[config.mk]
export PLATFORM = sky130hd
export DESIGN_NAME = mul_seq_xnyn
export DESIGN_NICKNAME = d
export VERILOG_FILES = /design/src/rtl/mul_seq_pkg.sv /design/src/rtl/mul_seq_dp.sv /design/src/rtl/mul_seq_xnyn.sv
export SDC_FILE = /design/constraint.sdc
export NUM_CORES = 1
export LEC_CHECK = 0
export BUFFER_PORTS_ARGS = -buffer_cell sky130_fd_sc_hd__buf_4
export CORE_UTILIZATION = 35
export CTS_CLUSTER_DIAMETER = 60
export DETAILED_ROUTE_END_ITERATION = 12
export SLEW_MARGIN = 20
export SYNTH_ARGS = -nofsm -noshare
export SYNTH_HDL_FRONTEND = slang
export SYNTH_SLANG_ARGS = --single-unit
[constraint.sdc]
create_clock -name clk -period 2.2 [get_ports clk]
set_clock_uncertainty 0.1 [all_clocks]
set_input_delay 0.33 -clock clk [delete_from_list [all_inputs] [get_ports clk]]
set_output_delay 0.33 -clock clk [all_outputs]
set_load 0.05 [all_outputs]
[src/rtl/mul_seq_pkg.sv]
// rtl/mul_seq_pkg.sv - shared types and constants for the sequential shift-add multiplier
package mul_seq_pkg;

  // Control states: operand capture, shift-add iterations, sign fix-up, result hold
  typedef enum logic [1:0] {
    IDLE = 2'd0,
    RUN  = 2'd1,
    FIX  = 2'd2,
    DONE = 2'd3
  } state_t;

  localparam logic MODE_UNSIGNED = 1'b0;
  localparam logic MODE_SIGNED   = 1'b1;

  // Product is negative only for signed ops whose operand signs differ
  function automatic logic op_is_neg(input logic sgn, input logic x_msb, input logic y_msb);
    return sgn & (x_msb ^ y_msb);
  endfunction

endpackage

[src/rtl/mul_seq_dp.sv]
// rtl/mul_seq_dp.sv - operand/accumulator datapath with magnitude capture and final negate
module mul_seq_dp
  import mul_seq_pkg::*;
#(
  parameter int W = 2
) (
  input  logic           clk,
  input  logic           rst,
  input  logic           i_load,
  input  logic           i_step,
  input  logic [W-1:0]   x,
  input  logic [W-1:0]   y,
  input  logic           sgn,
  output logic [2*W-1:0] o_p_fix,
  output logic           o_s_fix
);

  // Magnitude of a W-bit operand; -2^(W-1) maps to 2^(W-1), which still fits unsigned in W bits
  function automatic logic [W-1:0] abs_w(input logic [W-1:0] v, input logic sg);
    return (sg && v[W-1]) ? -v : v;
  endfunction

  // 2W-bit two's complement negate of the accumulated magnitude
  function automatic logic [2*W-1:0] neg_2w(input logic [2*W-1:0] v);
    return -v;
  endfunction

  logic [2*W-1:0] r_mcand;
  logic [W-1:0]   r_mplr;
  logic [2*W-1:0] r_acc;
  logic           r_neg;

  // Capture magnitudes on accept, then add the shifted multiplicand for each set multiplier bit
  always_ff @(posedge clk or posedge rst) begin
    if (rst) begin
      r_mcand <= '0;
      r_mplr  <= '0;
      r_acc   <= '0;
      r_neg   <= 1'b0;
    end else if (i_load) begin
      r_mcand <= {{W{1'b0}}, abs_w(x, sgn)};
      r_mplr  <= abs_w(y, sgn);
      r_acc   <= '0;
      r_neg   <= op_is_neg(sgn, x[W-1], y[W-1]);
    end else if (i_step) begin
      if (r_mplr[0]) begin
        r_acc <= r_acc + r_mcand;
      end
      r_mcand <= r_mcand << 1;
      r_mplr  <= r_mplr >> 1;
    end
  end

  // Sign fix-up; a zero magnitude never produces a negative result
  always_comb begin
    o_p_fix = r_neg ? neg_2w(r_acc) : r_acc;
    o_s_fix = r_neg & (|r_acc);
  end

endmodule

[src/rtl/mul_seq_xnyn.sv]
// rtl/mul_seq_xnyn.sv - W x W radix-2 sequential multiplier with valid/ready handshakes
module mul_seq_xnyn
  import mul_seq_pkg::*;
#(
  parameter int W = 2
) (
  input  logic           clk,
  input  logic           rst,
  input  logic [W-1:0]   x,
  input  logic [W-1:0]   y,
  input  logic           sgn,
  input  logic           in_valid,
  output logic           in_ready,
  output logic [2*W-1:0] p,
  output logic           s,
  output logic           out_valid,
  input  logic           out_ready
);

  localparam int CNTW = $clog2(W + 1);

  state_t          r_state;
  logic [CNTW-1:0] r_cnt;
  logic [2*W-1:0]  r_p;
  logic            r_s;
  logic            r_out_valid;
  logic            r_in_ready;

  logic            w_load;
  logic            w_step;
  logic [2*W-1:0]  w_p_fix;
  logic            w_s_fix;

  // Datapath strobes: inputs are only sampled on the accept cycle
  always_comb begin
    w_load = (r_state == IDLE) && in_valid;
    w_step = (r_state == RUN);
  end

  mul_seq_dp #(.W(W)) u_dp (
    .clk     (clk),
    .rst     (rst),
    .i_load  (w_load),
    .i_step  (w_step),
    .x       (x),
    .y       (y),
    .sgn     (sgn),
    .o_p_fix (w_p_fix),
    .o_s_fix (w_s_fix)
  );

  // Control FSM with registered handshake and result outputs
  always_ff @(posedge clk or posedge rst) begin
    if (rst) begin
      r_state     <= IDLE;
      r_cnt       <= '0;
      r_p         <= '0;
      r_s         <= 1'b0;
      r_out_valid <= 1'b0;
      r_in_ready  <= 1'b1;
    end else begin
      unique case (r_state)
        IDLE: begin
          if (in_valid) begin
            r_cnt      <= '0;
            r_in_ready <= 1'b0;
            r_state    <= RUN;
          end
        end
        RUN: begin
          r_cnt <= r_cnt + CNTW'(1);
          if (r_cnt == CNTW'(W - 1)) begin
            r_state <= FIX;
          end
        end
        FIX: begin
          r_p         <= w_p_fix;
          r_s         <= w_s_fix;
          r_out_valid <= 1'b1;
          r_state     <= DONE;
        end
        DONE: begin
          if (out_ready) begin
            r_out_valid <= 1'b0;
            r_in_ready  <= 1'b1;
            r_state     <= IDLE;
          end
        end
        default: begin
          r_state <= IDLE;
        end
      endcase
    end
  end

  assign in_ready  = r_in_ready;
  assign p         = r_p;
  assign s         = r_s;
  assign out_valid = r_out_valid;

endmodule
### Word-level counts from Yosys, hierarchy flattened

Index checks and enable logic that the tools add are counted.

| word-level totals | value |
|---|---|
| register bits | 22 |
| input bits | 9 |
| logic and storage cells | 61 |
| output and inout port bits | 7 |

| cells by class | value |
|---|---|
| bitwise logic cells | 3 |
| muxes and demuxes | 21 |
| add/subtract/negate cells | 5 |
| reductions and logical operators | 15 |
| eq/ne operators | 7 |

Operators with widths:

| cell | number |
|---|---|
| 4-bit 2-to-1 mux | 6 |
| 2-bit 2-to-1 mux | 8 |
| 2-bit nonzero test | 5 |
| 2-bit case mux with 4 select lines | 1 |
| 2-bit inequality test, second input constant | 3 |
| 2-bit AND reduction | 3 |
| 3-bit AND reduction | 2 |
| 4-bit adder | 1 |
| 2-bit by 1-bit equality test with 1-bit output, second input constant | 2 |
| 2-bit equality test, second input constant | 2 |
| 2-bit negation | 2 |
| 4-bit negation | 1 |
| 1-bit case mux with 2 select lines | 2 |
| 2-bit case mux with 2 select lines | 1 |
| 4-bit OR reduction | 1 |
| 1-bit logical AND | 3 |
| 1-bit 2-to-1 mux | 3 |
| 2-bit by 1-bit adder with 2-bit output, second input constant | 1 |
| 1-bit AND | 2 |
| 2-bit zero test | 1 |
| 1-bit bitwise XOR | 1 |

### Logic depth before layout (Yosys ltp)

| logic depth | value |
|---|---|
| depth after elaboration | 4 |
| depth in mapped cells | 7 |
| gate-level depth less buffers | 7 |

### Hierarchy

Synthesis repeated with hierarchy kept, for this count alone.

| unflattened totals | value |
|---|---|
| cell total of the unflattened synthesis | 120 |
| area total of the unflattened synthesis | 1,266.2 sq um |

Modules (own cells, without submodules):

| module | area each (sq um) | cells an instance | times used |
|---|---|---|---|
| mul_seq_dp | 664.4 | 71 | 1 |
| mul_seq_xnyn | 601.8 | 49 | 1 |

### Least setup slack after synthesis

No wires, ideal clock.

| timing path | value |
|---|---|
| path type | register to register |
| from | register r_state[1] |
| to | register r_state[1] |
| stages on the path, launching flop included | 8 |
| arrival time | 1,424 ps |
| setup time | 125 ps |
| data required time | 1,975 ps |
| path slack | 551 ps |
| cell sequence | dfrtp_1 -> inv_1 -> ha_1 -> buf_6 -> inv_1 -> o21ai_1 -> a21oi_1 -> mux2_2 |

| on the way | value |
|---|---|
| longest elaborated chain between the ends | 3 |
| elaborated cells between the ends (all ways) | 9 |
| classes of those cells | eq/ne: 6; mux: 1; reduce/logical: 2 |

Ends and longest elaborated chain:

| element | RTL line | text |
|---|---|---|
| start, declared | mul_seq_xnyn.sv:22 | `state_t r_state;` |
| start signal, assigned | mul_seq_xnyn.sv:55 | `r_state <= IDLE;` |
| start signal, assigned | mul_seq_xnyn.sv:67 | `r_state <= RUN;` |
| start signal, assigned | mul_seq_xnyn.sv:73 | `r_state <= FIX;` |
| 2-bit by 1-bit equality test with 1-bit output (tied with other cells) | mul_seq_xnyn.sv:62 | `unique case (r_state)` |
| 2-bit inequality test (no line) | n/a |  |
| 3-bit AND reduction (no line) | n/a |  |

Several ways; a longest one is shown, not always the timed one.
A chain may end at the register's enable or synchronous reset.

### Worst setup path after layout

Ends and elaborated chain as after synthesis.

==> qor.yml <==
status: "complete, no violations"
drt_iter0_drc: 13
place_area_um2: 1340
switching_share: 0.462
timing.fmax_mhz: 551
synth_edf_count: 0
final_area_um2: 1380
final_cell_mix: "21 x dfrtp_1, 16 x nand2_1, 16 x buf_4"
syn_area_per_cell_um2: 9.70
clkSinkCount: 22
finalSetupViolCount: 0
path_cells: "inv_1 > ha_1 > inv_1 > o21ai_1 > a21oi_1 > mux2_2"
post-route-min-period_ns: 1.82
yosysSeqAreaShare: 0.466
drc_errors: 0
vias: 885
first_global_vias: 910
rsz0062_at_grt: "false"
syn_area_um2: 1180
cts_tree: "done"
antenna_found_initial: 0
worstPathArrival_ns: 1.92
die_w_um: 60.2
pwr-share-comb: 0.522
wire_per_inst_um: 11.2
startpoint_type: "register"
cts_resized: 0
hp-class: "input pin to register"
grt-ovfl-total: 0
die_y_um: 60.2
grt_first_pass_wirelength_um: 3660
p_leak_nw: 0.663
p_switching_w: 0.000912
cts_hold_buf: 1
period_share: 0.826
ant_nets: 0
path_max_fanout: 9
synth_area_leaders: "dfrtp_1 44%, ha_1 11%, mux2i_1 5.1%"
clockRootBuffer: "clkbuf_4"
initial_core_util: 0.378
dp_hpwl_um: 1620
synth.distinct_cells: 28
drt_pass1_iterations: 4
worstHoldPathCells: 3
worst-setup-path-type: "register to register"
ys.flop_type: "dfrtp_1"
core_area_um2: 3130
seq_power_share: 0.383
irDropWorstVdd_mv: 0.424
hold_violations: 0
reg2reg_depth: 6
cpMaxStageDelayCell: "dfrtp_1"
yosysTopAreaCell: "dfrtp_1"
p_per_area_nw_per_um2: 1440
cp-end-kind: "register"
clk_pin_slew_ns: 0.12
crit_buf_inv: 2
ioPinCount: 16
path_depth: 6
fin_tns_setup_ns: 0
grt_usage: 0.141
postCtsSetupBuffers: 0
vias_per_cell: 4.81
maxCapViolations: 0
gp_congestion: 0.873
ys_async_sr_fraction: 1.00
nets: 161
clkLatencyLatePin_ns: 0.30
cp_top_family: "flip-flops"
rows: 20
path_common_cell: "inv_1"
cts_buffer_depth: 2
grt_max_degree: 23
drive_gt1_frac: 0.171
syn_nets: 142
clock_power_share: 0.095
final_max_slew_viol_count: 0
tightest_slew_ns: 0.395
die-area_um2: 3620
cts_buffers: 3
area_delta_synth_final_pct: 16.2
synth-seq-cells: 22
slowest_delay_ns: 0.41
wirelength_um: 2070
h-tree-depth: 1
final_common_cell: "dfrtp_1"
syn-instance-count: 122
port_buffers: 15
ys_warn_count: 0
n_antenna_cell: 0
worstPathRequired_ns: 2.30
maxSlewHeadroom: 0.737
p_int_w: 0.00106
synth.top_cell.area_share: 0.444
[synthesized netlist by cell type, types with 2 or more instances]
library cell and n:
mux2i_1 6, nand4_1 2, nand2_1 16, o21ai_0 5
mux2_2 2, inv_1 11, a21oi_1 11, nand3_1 6
ha_1 10, a211o_1 2, nor2_1 12, xor2_1 3
dfrtp_1 21
[stage by stage]
step           hold WS, ns  setup slack [ns]  std cells  power (W)  utilization
6_report             0.120             0.384        184    0.00197        0.440
4_1_cts              0.111             0.363        184    0.00201        0.440
2_1_floorplan        0.218             0.551        122    0.00155            -
5_1_grt              0.110             0.241        184    0.00217        0.440
3_3_place_gp         0.289             0.441        179    0.00179        0.428
3_5_place_dp         0.297             0.382        179    0.00181        0.428
[final timing paths]
kind | startpoint | endpoint | slack (ns)
hold reg to reg | r_cnt[0]$_DFFE_PP0P_ | r_cnt[0]$_DFFE_PP0P_ | 0.41
setup / recovery | r_state[1]$_DFFE_PP0P_ | r_state[1]$_DFFE_PP0P_ | 0.38
hold / removal | x[0] | u_dp.r_mcand[0]$_DFFE_PP0P_ | 0.12
min in group asynchronous | rst | r_state[0]$_DFFE_PP0P_ | 0.51
setup reg to reg | r_state[1]$_DFFE_PP0P_ | r_state[1]$_DFFE_PP0P_ | 0.38
max in group asynchronous | rst | in_ready$_DFFE_PP1P_ | 1.21
[per-layer routing]
metal  vias to the layer above  GRT usage  routed length [um]
met5                         -          0                   0
li1                        445          -                   -
met4                         0     0.0831                  35
met1                       421      0.156                1000
met3                         2     0.0390                  60
met2                        17      0.239                 970
[layout make-up]
type,instances,area (um2)
Fill cell,315,1750
Tap cell,44,55.1
Clock buffer,4,26.3
Sequential cell,22,552
Timing Repair Buffer,17,130
Inverter,11,41.3
Multi-Input combinational cell,86,571
[tightest hold or removal path: cells and delay by family]
| family | cells | cell delay [ns] |
|---|---|---|
| and+or+nand+nor | 2 | 0.08 |
| buffers and inverters | 1 | 0.08 |
[sequential cells by signal (all words and copies together) (netlist names)]
register,cells
s,1
out_valid,1
r_cnt,2
u_dp.r_acc,4
r_state,2
u_dp.r_mcand,4
u_dp.r_neg,1
u_dp.r_mplr,2
in_ready,1
p,4
[kinds of logic (layout without fill, tap and decap cells)]
kind of cell | after synthesis | count (layout) | synth area share
XOR/XNOR | 4 | 4 | 0.0296
AND/OR/NAND/NOR | 41 | 41 | 0.153
adder cells (fa/ha/maj) | 11 | 11 | 0.123
multiplexers | 8 | 8 | 0.0698
flip-flops | 22 | 22 | 0.466
buffers and inverters | 14 | 32 | 0.0518
AO/OA/AOI/OAI | 22 | 22 | 0.107
[power by group through the flow]
stage / registers [W] / clock network [W] / logic [W]
after floorplan: 0.000955 / 0 / 0.000600
after CTS: 0.000758 / 0.000198 / 0.00105
after global routing: 0.000790 / 0.000214 / 0.00117
after detailed placement: 0.000766 / 0 / 0.00104
after global placement: 0.000762 / 0 / 0.00103
final: 0.000756 / 0.000188 / 0.00103
(Power assumes the default switching activity.)
